## src/rtl/ovc_ctrl_pkg.sv

```systemverilog
// Shared definitions for the output-VC controller: VC, type, source and data
// widths, flit type codes and the per-VC lock state encoding.
// Width constants follow the "index of MSB" convention: a field declared with
// width W is logic [W:0].
package ovc_ctrl_pkg;

  localparam int unsigned VCH   = 3;  // number of VCs minus one
  localparam int unsigned VCHW  = 1;  // VC id MSB index
  localparam int unsigned TYPEW = 1;  // flit type MSB index
  localparam int unsigned DATAW = 31; // payload MSB index
  localparam int unsigned PORTW = 2;  // port id MSB index
  // Source id is port*NVC+vc, so it needs the port and VC fields side by side.
  localparam int unsigned SRCW  = PORTW + VCHW + 1;

  typedef enum logic [TYPEW:0] {
    FlitHead     = 2'b00,
    FlitBody     = 2'b01,
    FlitTail     = 2'b10,
    FlitHeadTail = 2'b11
  } flit_type_e;

  typedef enum logic {
    StIdle   = 1'b0,
    StLocked = 1'b1
  } vc_state_e;

endpackage

```

## src/rtl/ovc_slot.sv

```systemverilog
// One output VC: downstream credit counter plus packet-ownership lock FSM.
// Ports:
//   i_clk, i_rst   clock, synchronous active-high reset
//   i_fwd          a flit is forwarded to this VC this cycle
//   i_type, i_src  type and sending input VC of that flit
//   i_cred         downstream returns a credit for this VC this cycle
//   o_irdy         at least one credit available
//   o_ilck         VC owned by an in-flight packet
//   o_err          single-cycle protocol-violation indication
module ovc_slot
  import ovc_ctrl_pkg::*;
#(
  parameter int unsigned BUFDEPTH = 4
) (
  input  logic           i_clk,
  input  logic           i_rst,
  input  logic           i_fwd,
  input  logic [TYPEW:0] i_type,
  input  logic [SRCW:0]  i_src,
  input  logic           i_cred,
  output logic           o_irdy,
  output logic           o_ilck,
  output logic           o_err
);

  localparam int unsigned CNTW = $clog2(BUFDEPTH + 1);

  logic [CNTW-1:0] r_cnt;
  logic [CNTW-1:0] w_cnt_nxt;
  vc_state_e       r_state;
  vc_state_e       w_state_nxt;
  logic [SRCW:0]   r_owner;
  logic [SRCW:0]   w_owner_nxt;
  flit_type_e      w_type;

  assign w_type = flit_type_e'(i_type);

  always_ff @(posedge i_clk) begin
    if (i_rst) begin
      r_cnt   <= CNTW'(BUFDEPTH);
      r_state <= StIdle;
      r_owner <= '0;
    end else begin
      r_cnt   <= w_cnt_nxt;
      r_state <= w_state_nxt;
      r_owner <= w_owner_nxt;
    end
  end

  always_comb begin
    w_cnt_nxt   = r_cnt;
    w_state_nxt = r_state;
    w_owner_nxt = r_owner;
    o_err       = 1'b0;

    // A same-cycle forward and credit cancel out with no error check.
    if (i_fwd && !i_cred) begin
      if (r_cnt == '0) o_err = 1'b1;
      else             w_cnt_nxt = r_cnt - 1'b1;
    end else if (i_cred && !i_fwd) begin
      if (r_cnt == CNTW'(BUFDEPTH)) o_err = 1'b1;
      else                          w_cnt_nxt = r_cnt + 1'b1;
    end

    if (i_fwd) begin
      unique case (r_state)
        StIdle: begin
          case (w_type)
            FlitHead: begin
              w_state_nxt = StLocked;
              w_owner_nxt = i_src;
            end
            FlitHeadTail: ; // single-flit packet never takes the lock
            default: o_err = 1'b1;
          endcase
        end
        StLocked: begin
          if (i_src != r_owner) begin
            o_err = 1'b1;
          end else begin
            case (w_type)
              FlitTail: w_state_nxt = StIdle;
              FlitBody: ;
              default:  o_err = 1'b1;
            endcase
          end
        end
        default: w_state_nxt = StIdle;
      endcase
    end
  end

  assign o_irdy = (r_cnt != '0);
  assign o_ilck = (r_state == StLocked);

endmodule

```

## src/rtl/ovc_ctrl.sv

```systemverilog
// Output-VC controller for one physical router port: per-VC credit tracking
// and packet locking, a one-cycle output register toward the link, and a
// sticky protocol-error flag.
// Ports:
//   clk, rst_                       clock, synchronous active-high reset
//   fwd_valid/ovch/type/src/data    flit arriving from the crossbar
//   cred_valid, cred_vch            credit returned by the downstream router
//   irdy, ilck                      per-VC credit-available / locked flags
//   odata, osend, oovch             registered flit toward the link
//   err                             sticky protocol-violation flag
module ovc_ctrl
  import ovc_ctrl_pkg::*;
#(
  parameter int unsigned ROUTERID = 0,
  parameter int unsigned PCHID    = 0,
  parameter int unsigned BUFDEPTH = 4
) (
  input  logic           clk,
  input  logic           rst_,
  input  logic           fwd_valid,
  input  logic [VCHW:0]  fwd_ovch,
  input  logic [TYPEW:0] fwd_type,
  input  logic [SRCW:0]  fwd_src,
  input  logic [DATAW:0] fwd_data,
  input  logic           cred_valid,
  input  logic [VCHW:0]  cred_vch,
  output logic [VCH:0]   irdy,
  output logic [VCH:0]   ilck,
  output logic [DATAW:0] odata,
  output logic           osend,
  output logic [VCHW:0]  oovch,
  output logic           err
);

  logic [DATAW:0] r_odata;
  logic           r_osend;
  logic [VCHW:0]  r_oovch;
  logic           r_err;
  logic [VCH:0]   w_slot_err;

  // Identification parameters are carried for error reporting by the
  // enclosing router; they do not affect this block's logic.
  logic w_unused_ids;
  assign w_unused_ids = ^{ROUTERID, PCHID};

  for (genvar v = 0; v <= VCH; v++) begin : g_slot
    logic w_fwd_hit;
    logic w_cred_hit;
    assign w_fwd_hit  = fwd_valid  && (fwd_ovch == (VCHW + 1)'(v));
    assign w_cred_hit = cred_valid && (cred_vch == (VCHW + 1)'(v));

    ovc_slot #(
      .BUFDEPTH (BUFDEPTH)
    ) u_slot (
      .i_clk  (clk),
      .i_rst  (rst_),
      .i_fwd  (w_fwd_hit),
      .i_type (fwd_type),
      .i_src  (fwd_src),
      .i_cred (w_cred_hit),
      .o_irdy (irdy[v]),
      .o_ilck (ilck[v]),
      .o_err  (w_slot_err[v])
    );
  end

  always_ff @(posedge clk) begin
    if (rst_) begin
      r_odata <= '0;
      r_osend <= 1'b0;
      r_oovch <= '0;
      r_err   <= 1'b0;
    end else begin
      r_odata <= fwd_data;
      r_osend <= fwd_valid;
      r_oovch <= fwd_ovch;
      r_err   <= r_err | (|w_slot_err);
    end
  end

  assign odata = r_odata;
  assign osend = r_osend;
  assign oovch = r_oovch;
  assign err   = r_err;

endmodule

```

## config.mk

```make
export PLATFORM = sky130hd
export DESIGN_NAME = ovc_ctrl
export DESIGN_NICKNAME = d
export VERILOG_FILES = /design/src/rtl/ovc_ctrl_pkg.sv /design/src/rtl/ovc_slot.sv /design/src/rtl/ovc_ctrl.sv
export SDC_FILE = /design/constraint.sdc
export NUM_CORES = 1
export LEC_CHECK = 0
export BUFFER_PORTS_ARGS = -buffer_cell sky130_fd_sc_hd__buf_2
export CORE_MARGIN = 2
export CORE_UTILIZATION = 46
export CTS_CLUSTER_SIZE = 14
export DETAILED_ROUTE_END_ITERATION = 8
export HOLD_SLACK_MARGIN = 0.15
export PLACE_DENSITY = 0.81
export SLEW_MARGIN = 20
export SYNTH_ARGS = -nofsm -noshare
export SYNTH_HDL_FRONTEND = slang
export SYNTH_SLANG_ARGS = --single-unit
```

## constraint.sdc

```tcl
create_clock -name clk -period 3.1 [get_ports clk]
set_clock_uncertainty 0.05 [all_clocks]
set_input_delay 0.62 -clock clk [delete_from_list [all_inputs] [get_ports clk]]
set_output_delay 0.62 -clock clk [all_outputs]
set_load 0.005 [all_outputs]
```

### After elaboration in Yosys (flattened, before gate mapping)

Cells that the tools add are included.

| operators by class | value |
|---|---|
| reductions and logical operators | 50 |
| order comparisons | 0 |
| bitwise gates (word level) | 5 |
| div/mod/pow operators | 0 |
| equality and inequality tests | 25 |
| muxes and demuxes | 62 |
| add/subtract/negate cells | 8 |
| shift-type cells | 0 |
| multipliers | 0 |

Operators with widths:

| cell | count |
|---|---|
| $mux W3 | 16 |
| $mux W1 | 38 |
| $reduce_and A3 Y1 | 8 |
| $ne A5 B5 Y1 | 4 |
| $logic_and A1 B1 Y1 | 16 |
| $pmux W1 S2 | 8 |
| $add A3 B1 Y3 const B | 4 |
| $eq A2 B2 Y1 const B | 6 |
| $eq A3 B3 Y1 const B | 4 |
| $logic_not A3 Y1 | 4 |
| $reduce_bool A3 Y1 | 4 |
| $sub A3 B1 Y3 const B | 4 |
| $logic_not A1 Y1 | 8 |
| $ne A2 B1 Y1 const B | 4 |
| $ne A2 B2 Y1 const B | 4 |
| $reduce_bool A2 Y1 | 4 |
| $eq A2 B1 Y1 const B | 3 |
| $logic_not A2 Y1 | 3 |
| $not A1 Y1 | 4 |
| $reduce_or A2 Y1 | 2 |
| $reduce_or A4 Y1 | 1 |
| $or A1 B1 Y1 | 1 |

| storage, ports and cells | value |
|---|---|
| bits in read-only memories | 0 |
| memory bits (writable) | 0 |
| bits in registers | 72 |
| latch bits | 0 |
| memories kept | 0 |

### Depth between registers and ports, before layout

| depth | value |
|---|---|
| depth after elaboration | 12 |
| depth in mapped cells | 9 |

### Hierarchy

Synthesis repeated with hierarchy kept, for this count alone.

| second synthesis, totals | value |
|---|---|
| cell total of the unflattened synthesis | 323 |
| area total of the unflattened synthesis | 3256.9 sq um |

Modules (own cells, without submodules):

| module | instances | area each (sq um) | cells each |
|---|---|---|---|
| ovc_slot (g_slot[2].u_slot ...) | 2 | 551.8 | 59 |
| ovc_slot (g_slot[0].u_slot ...) | 2 | 545.5 | 59 |
| ovc_ctrl | 1 | 1062.3 | 87 |

### Worst setup path after synthesis

OpenSTA, ideal clock, no wires.

| path | value |
|---|---|
| path type | input port to flip-flop |
| start | input fwd_ovch[0] |
| end | register g_slot[2].u_slot.r_cnt[2] |
| cell stages on the path | 7 |
| data arrival time | 2.269 ns |
| library setup time | 0.134 ns |
| path buffers | 2 |
| required time | 2.916 ns |
| path slack | 0.647 ns |
| cell sequence | buf_6 and3b_1 buf_6 nand2_1 fa_1 o311a_1 or4_1 |

| between the ends | value |
|---|---|
| cells in the longest elaborated chain, start to end | 6 |
| elaborated cells between the ends (all ways) | 10 |
| classes of those cells | eq/ne: 3; mux: 1; reduce/logical: 6 |

RTL lines:

| element | line | source |
|---|---|---|
| start, declared | ovc_ctrl.sv:21 | `input logic [VCHW:0] fwd_ovch,` |
| $eq A2 B2 Y1 (*) | ovc_ctrl.sv:49 | `assign w_fwd_hit = fwd_valid && (fwd_ovch == (VCHW + 1)'(v));` |
| $logic_and A1 B1 Y1 (*) | ovc_ctrl.sv:49 |  |
| $logic_not A1 Y1 | ovc_slot.sv:60 | `end else if (i_cred && !i_fwd) begin` |
| $logic_and A1 B1 Y1 | ovc_slot.sv:60 |  |
| $reduce_bool A2 Y1 (no source line) | n/a |  |
| $reduce_and A3 Y1 (no source line) | n/a |  |
| end signal, assigned | ovc_slot.sv:40 | `r_cnt <= CNTW'(BUFDEPTH);` |
| end signal, assigned | ovc_slot.sv:44 | `r_cnt <= w_cnt_nxt;` |
| end, declared | ovc_slot.sv:28 | `logic [CNTW-1:0] r_cnt;` |

Every way passes the cells marked *; elsewhere a longest branch is shown, timed or not.
A chain may end at the register's enable or synchronous reset.

### Final worst setup path

Ends and elaborated chain as after synthesis.

==> results.tsv <==
stage	metric	value	unit
routing	TritonRoute pass-1 iters	4	
worst_hold_path	Worst Hold Class	input port to flop	
timing	FMAX	420	MHz
cells_and_area	ANT cells	0	
floorplan	initial core utilization	48.0	%
global_routing	vias in the first global route	2315	
floorplan	die height	88.4	um
routing	Vias/cell	5.05	
place	Placer Congestion	0.834	
clocking	clock-pin slew on the worst setup and hold paths	0.08	ns
routing	via count	2605	
worst_setup_path	Setup crit start kind	input port	
global_routing	gr usage total	18.0	%
clocking	setup repair bufs after CTS	0	
clocking	PostCTS Resize Cnt	0	
timing	Slew HR	37.0	%
global_routing	largest net degree at the start of global routing	56	
run_status	status	completed	
worst_setup_path	Cell Chain, Critical Path	buf_2, and3b_1, nand2_1, fa_1, o311a_1, or4_1	
timing	final period utilization	76.8	%
floorplan	Die X	88.4	um
worst_setup_path	delay-heaviest family, CP	simple AND/OR/NAND/NOR gates	
worst_setup_path	WP buf/inv	1	
clocking	CTS Hold Bufs	0	
synth	post-synthesis cell area	3280	um2
synth	Compound-Gate Fraction of Synth Area	8.93	%
clocking	CTS max path bufs	2	
clocking	CTS sink cnt	72	
cells_and_area	Final #Nets	469	
timing	min cycle time layout	2.38	ns
routing	WL final	6.77	mm
floorplan	die area	7810	um2
worst_setup_path	Crit path largest cell delay	0.45	ns
worst_hold_path	worst hold path cell count	2	
power	Power Density	521	nW/um2
worst_setup_path	CP max-delay cell	fa_1	
clocking	CTS buffer count	9	
synth	Synth Area in Simple Gates	22.5	%
synth	Synth Area in Adders	3.21	%
clocking	CTS tree	done	
global_routing	grt ovf	0	
worst_setup_path	Crit path depth	6	
timing	Worst Tran Pin Value	0.945	ns
clocking	Root Buffer	clkbuf_8	
floorplan	Core ar.	6830	um2
clocking	CTS H-Tree Depth	3	
synth	post-synthesis mux area share	6.41	%
floorplan	row count	30	
synth	Synthesis Warnings	0	
synth	XOR/XNOR Fraction of Synth Area	7.48	%
cells_and_area	area delta synth->final	18.4	%
flow_run	max_cap viols	0	
routing	WL/cell	13.1	um
timing	Slew Viols, Final	0	
routing	drt drc	0	
worst_setup_path	Critical Path RT	3.28	ns
synth	Post-synth EDFFs	0	
cells_and_area	Non-Filler Instances	516	
timing	Final setup viols	0	
timing	setup TNS	0	ns
synth	Synth async-reset ratio	0	%
timing	unrepaired setup endpoints after global routing	no	
power	leakage	1.60	nW
synth	Syn Area/Cell	9.55	um2
cells_and_area	share of layout cells above drive strength 1	28.1	%
worst_setup_path	class of the most critical setup path	input port to flop	
floorplan	I/O pin total	91	
cells_and_area	commonest non-fill, non-tap cell in the layout	buf_2	
worst_setup_path	CP max FO	10	
cells_and_area	commonest cells after routing, fill and taps aside	buf_2, dfxtp_1, nor2b_1	
global_routing	initial antenna violation count	0	
synth	Seq cells post-synth	72	
power	Peak VDD IR	316	uV
synth	largest family of logic cells by synthesized area	simple AND/OR/NAND/NOR gates	
place	Inst Count DP	501	
synth	Syn Inst Count	343	
worst_setup_path	cells on worst reg2reg path	4	
place	number of port buffers	90	
worst_setup_path	Crit. End Element	flop	
synth	syn nets	396	
global_routing	first-pass GRT wire length	10.8	mm
clocking	Skew-Pair Late Insertion Delay	0.35	ns
place	DP Wirelength	4.91	mm
timing	Fin. Hold Viols	0	
synth	Main synth FF type	dfxtp_1	
worst_setup_path	Arr. time, crit path	2.56	ns
synth	count of different cell masters after synthesis	50	
synth	Seq/Total Area, Yosys	44.0	%
routing	DRT iter0 DRCs	152	
routing	final antenna-violating net count	0	
==> layout make-up <==
cell class                      count  area [um2]
Clock inverter                      5        81.3
Tap cell                           96         120
Sequential cell                    72        1440
Fill cell                         629        2950
Inverter                           13        48.8
Multi-Input combinational cell    229        1590
Timing Repair Buffer               91         458
Clock buffer                       10         138
==> cell families (layout without fill, tap and decap cells) <==
group | Yosys count | after routing
AOI/OAI and AO/OA | 41 | 41
xor gates and xnor gates | 28 | 28
adders and majority gates | 6 | 6
buffers and inverters | 42 | 119
DFF | 72 | 72
muxes | 21 | 21
and+or+nand+nor | 133 | 133
==> final timing paths <==
| path | from | endpoint | slack, ns |
|---|---|---|---|
| worst max-delay path | fwd_ovch[0] | g_slot[2].u_slot.r_cnt[2] | 0.72 |
| worst min-delay path | fwd_data[16] | odata[16] | 0.42 |
| worst max register to register | g_slot[2].u_slot.r_cnt[0] | g_slot[2].u_slot.r_cnt[2] | 1.21 |
| worst min register to register | g_slot[2].u_slot.r_owner[3] | g_slot[2].u_slot.r_owner[3] | 0.46 |
==> flip-flops by register name (all words and copies together), names as in the netlist <==
| register | flops |
|---|---|
| odata | 32 |
| g_slot.u_slot.r_owner | 20 |
| g_slot.u_slot.o_ilck | 4 |
| oovch | 2 |
| g_slot.u_slot.r_cnt | 12 |
| osend | 1 |
| err | 1 |
==> cells in the mapped netlist (2+ instances only) <==
cell | count | area [um2]
nor2b_1 | 35 | 219
buf_4 | 9 | 67.6
fa_1 | 4 | 80.1
a221oi_1 | 3 | 26.3
o311a_1 | 2 | 20.0
and3b_1 | 2 | 17.5
nand2_1 | 13 | 48.8
clkbuf_8 | 2 | 27.5
nor3_1 | 11 | 55.1
nor2_1 | 33 | 124
o21ai_0 | 8 | 40.0
buf_2 | 2 | 10.0
xor2_1 | 12 | 105
nand3b_1 | 5 | 37.5
or3_1 | 4 | 25.0
and3_2 | 2 | 15.0
nand4_1 | 3 | 18.8
xnor2_1 | 16 | 140
a21oi_1 | 7 | 35.0
ha_1 | 2 | 25.0
a31o_2 | 2 | 17.5
buf_6 | 4 | 45.0
o211ai_1 | 5 | 37.5
dfxtp_1 | 72 | 1440
a31oi_1 | 2 | 12.5
clkbuf_1 | 12 | 45.0
inv_1 | 13 | 48.8
nor3b_2 | 2 | 25.0
nand3_1 | 11 | 55.1
or4_1 | 2 | 15.0
o21bai_1 | 2 | 15.0
a311oi_1 | 2 | 17.5
and3_1 | 2 | 12.5
mux2i_1 | 21 | 210
==> stage by stage <==
| stage | power (mW) | area (um2) | setup slack [ns] | utilization [%] | hold WS, ns |
|---|---|---|---|---|---|
| after floorplan | 1.16 | 3280 | 0.647 | - | 0.426 |
| after global placement | 1.23 | 3660 | 0.484 | 53.6 | 0.444 |
| after detailed placement | 1.23 | 3660 | 0.375 | 53.6 | 0.456 |
| after CTS | 2.04 | 3880 | 0.741 | 56.8 | 0.412 |
| after global routing | 2.12 | 3880 | 0.639 | 56.8 | 0.415 |
| final | 2.02 | 3880 | 0.720 | 56.8 | 0.425 |
==> power breakdown <==
part	switching [mW]	internal [mW]	total (mW)
combinational	0.119	0.108	0.227
clock	0.337	0.470	0.807
sequential	0.0229	0.965	0.988
==> routing by layer <==
metal  global-route usage, %  vias up  part of all wire (%)
met5                       0        -                     0
met3                    7.28        7                   7.3
met4                    4.82        0                   1.1
li1                        -     1297                     -
met1                    23.0     1217                    43
met2                    28.5       84                    48
No activity file was read; power rests on OpenSTA's default activity.
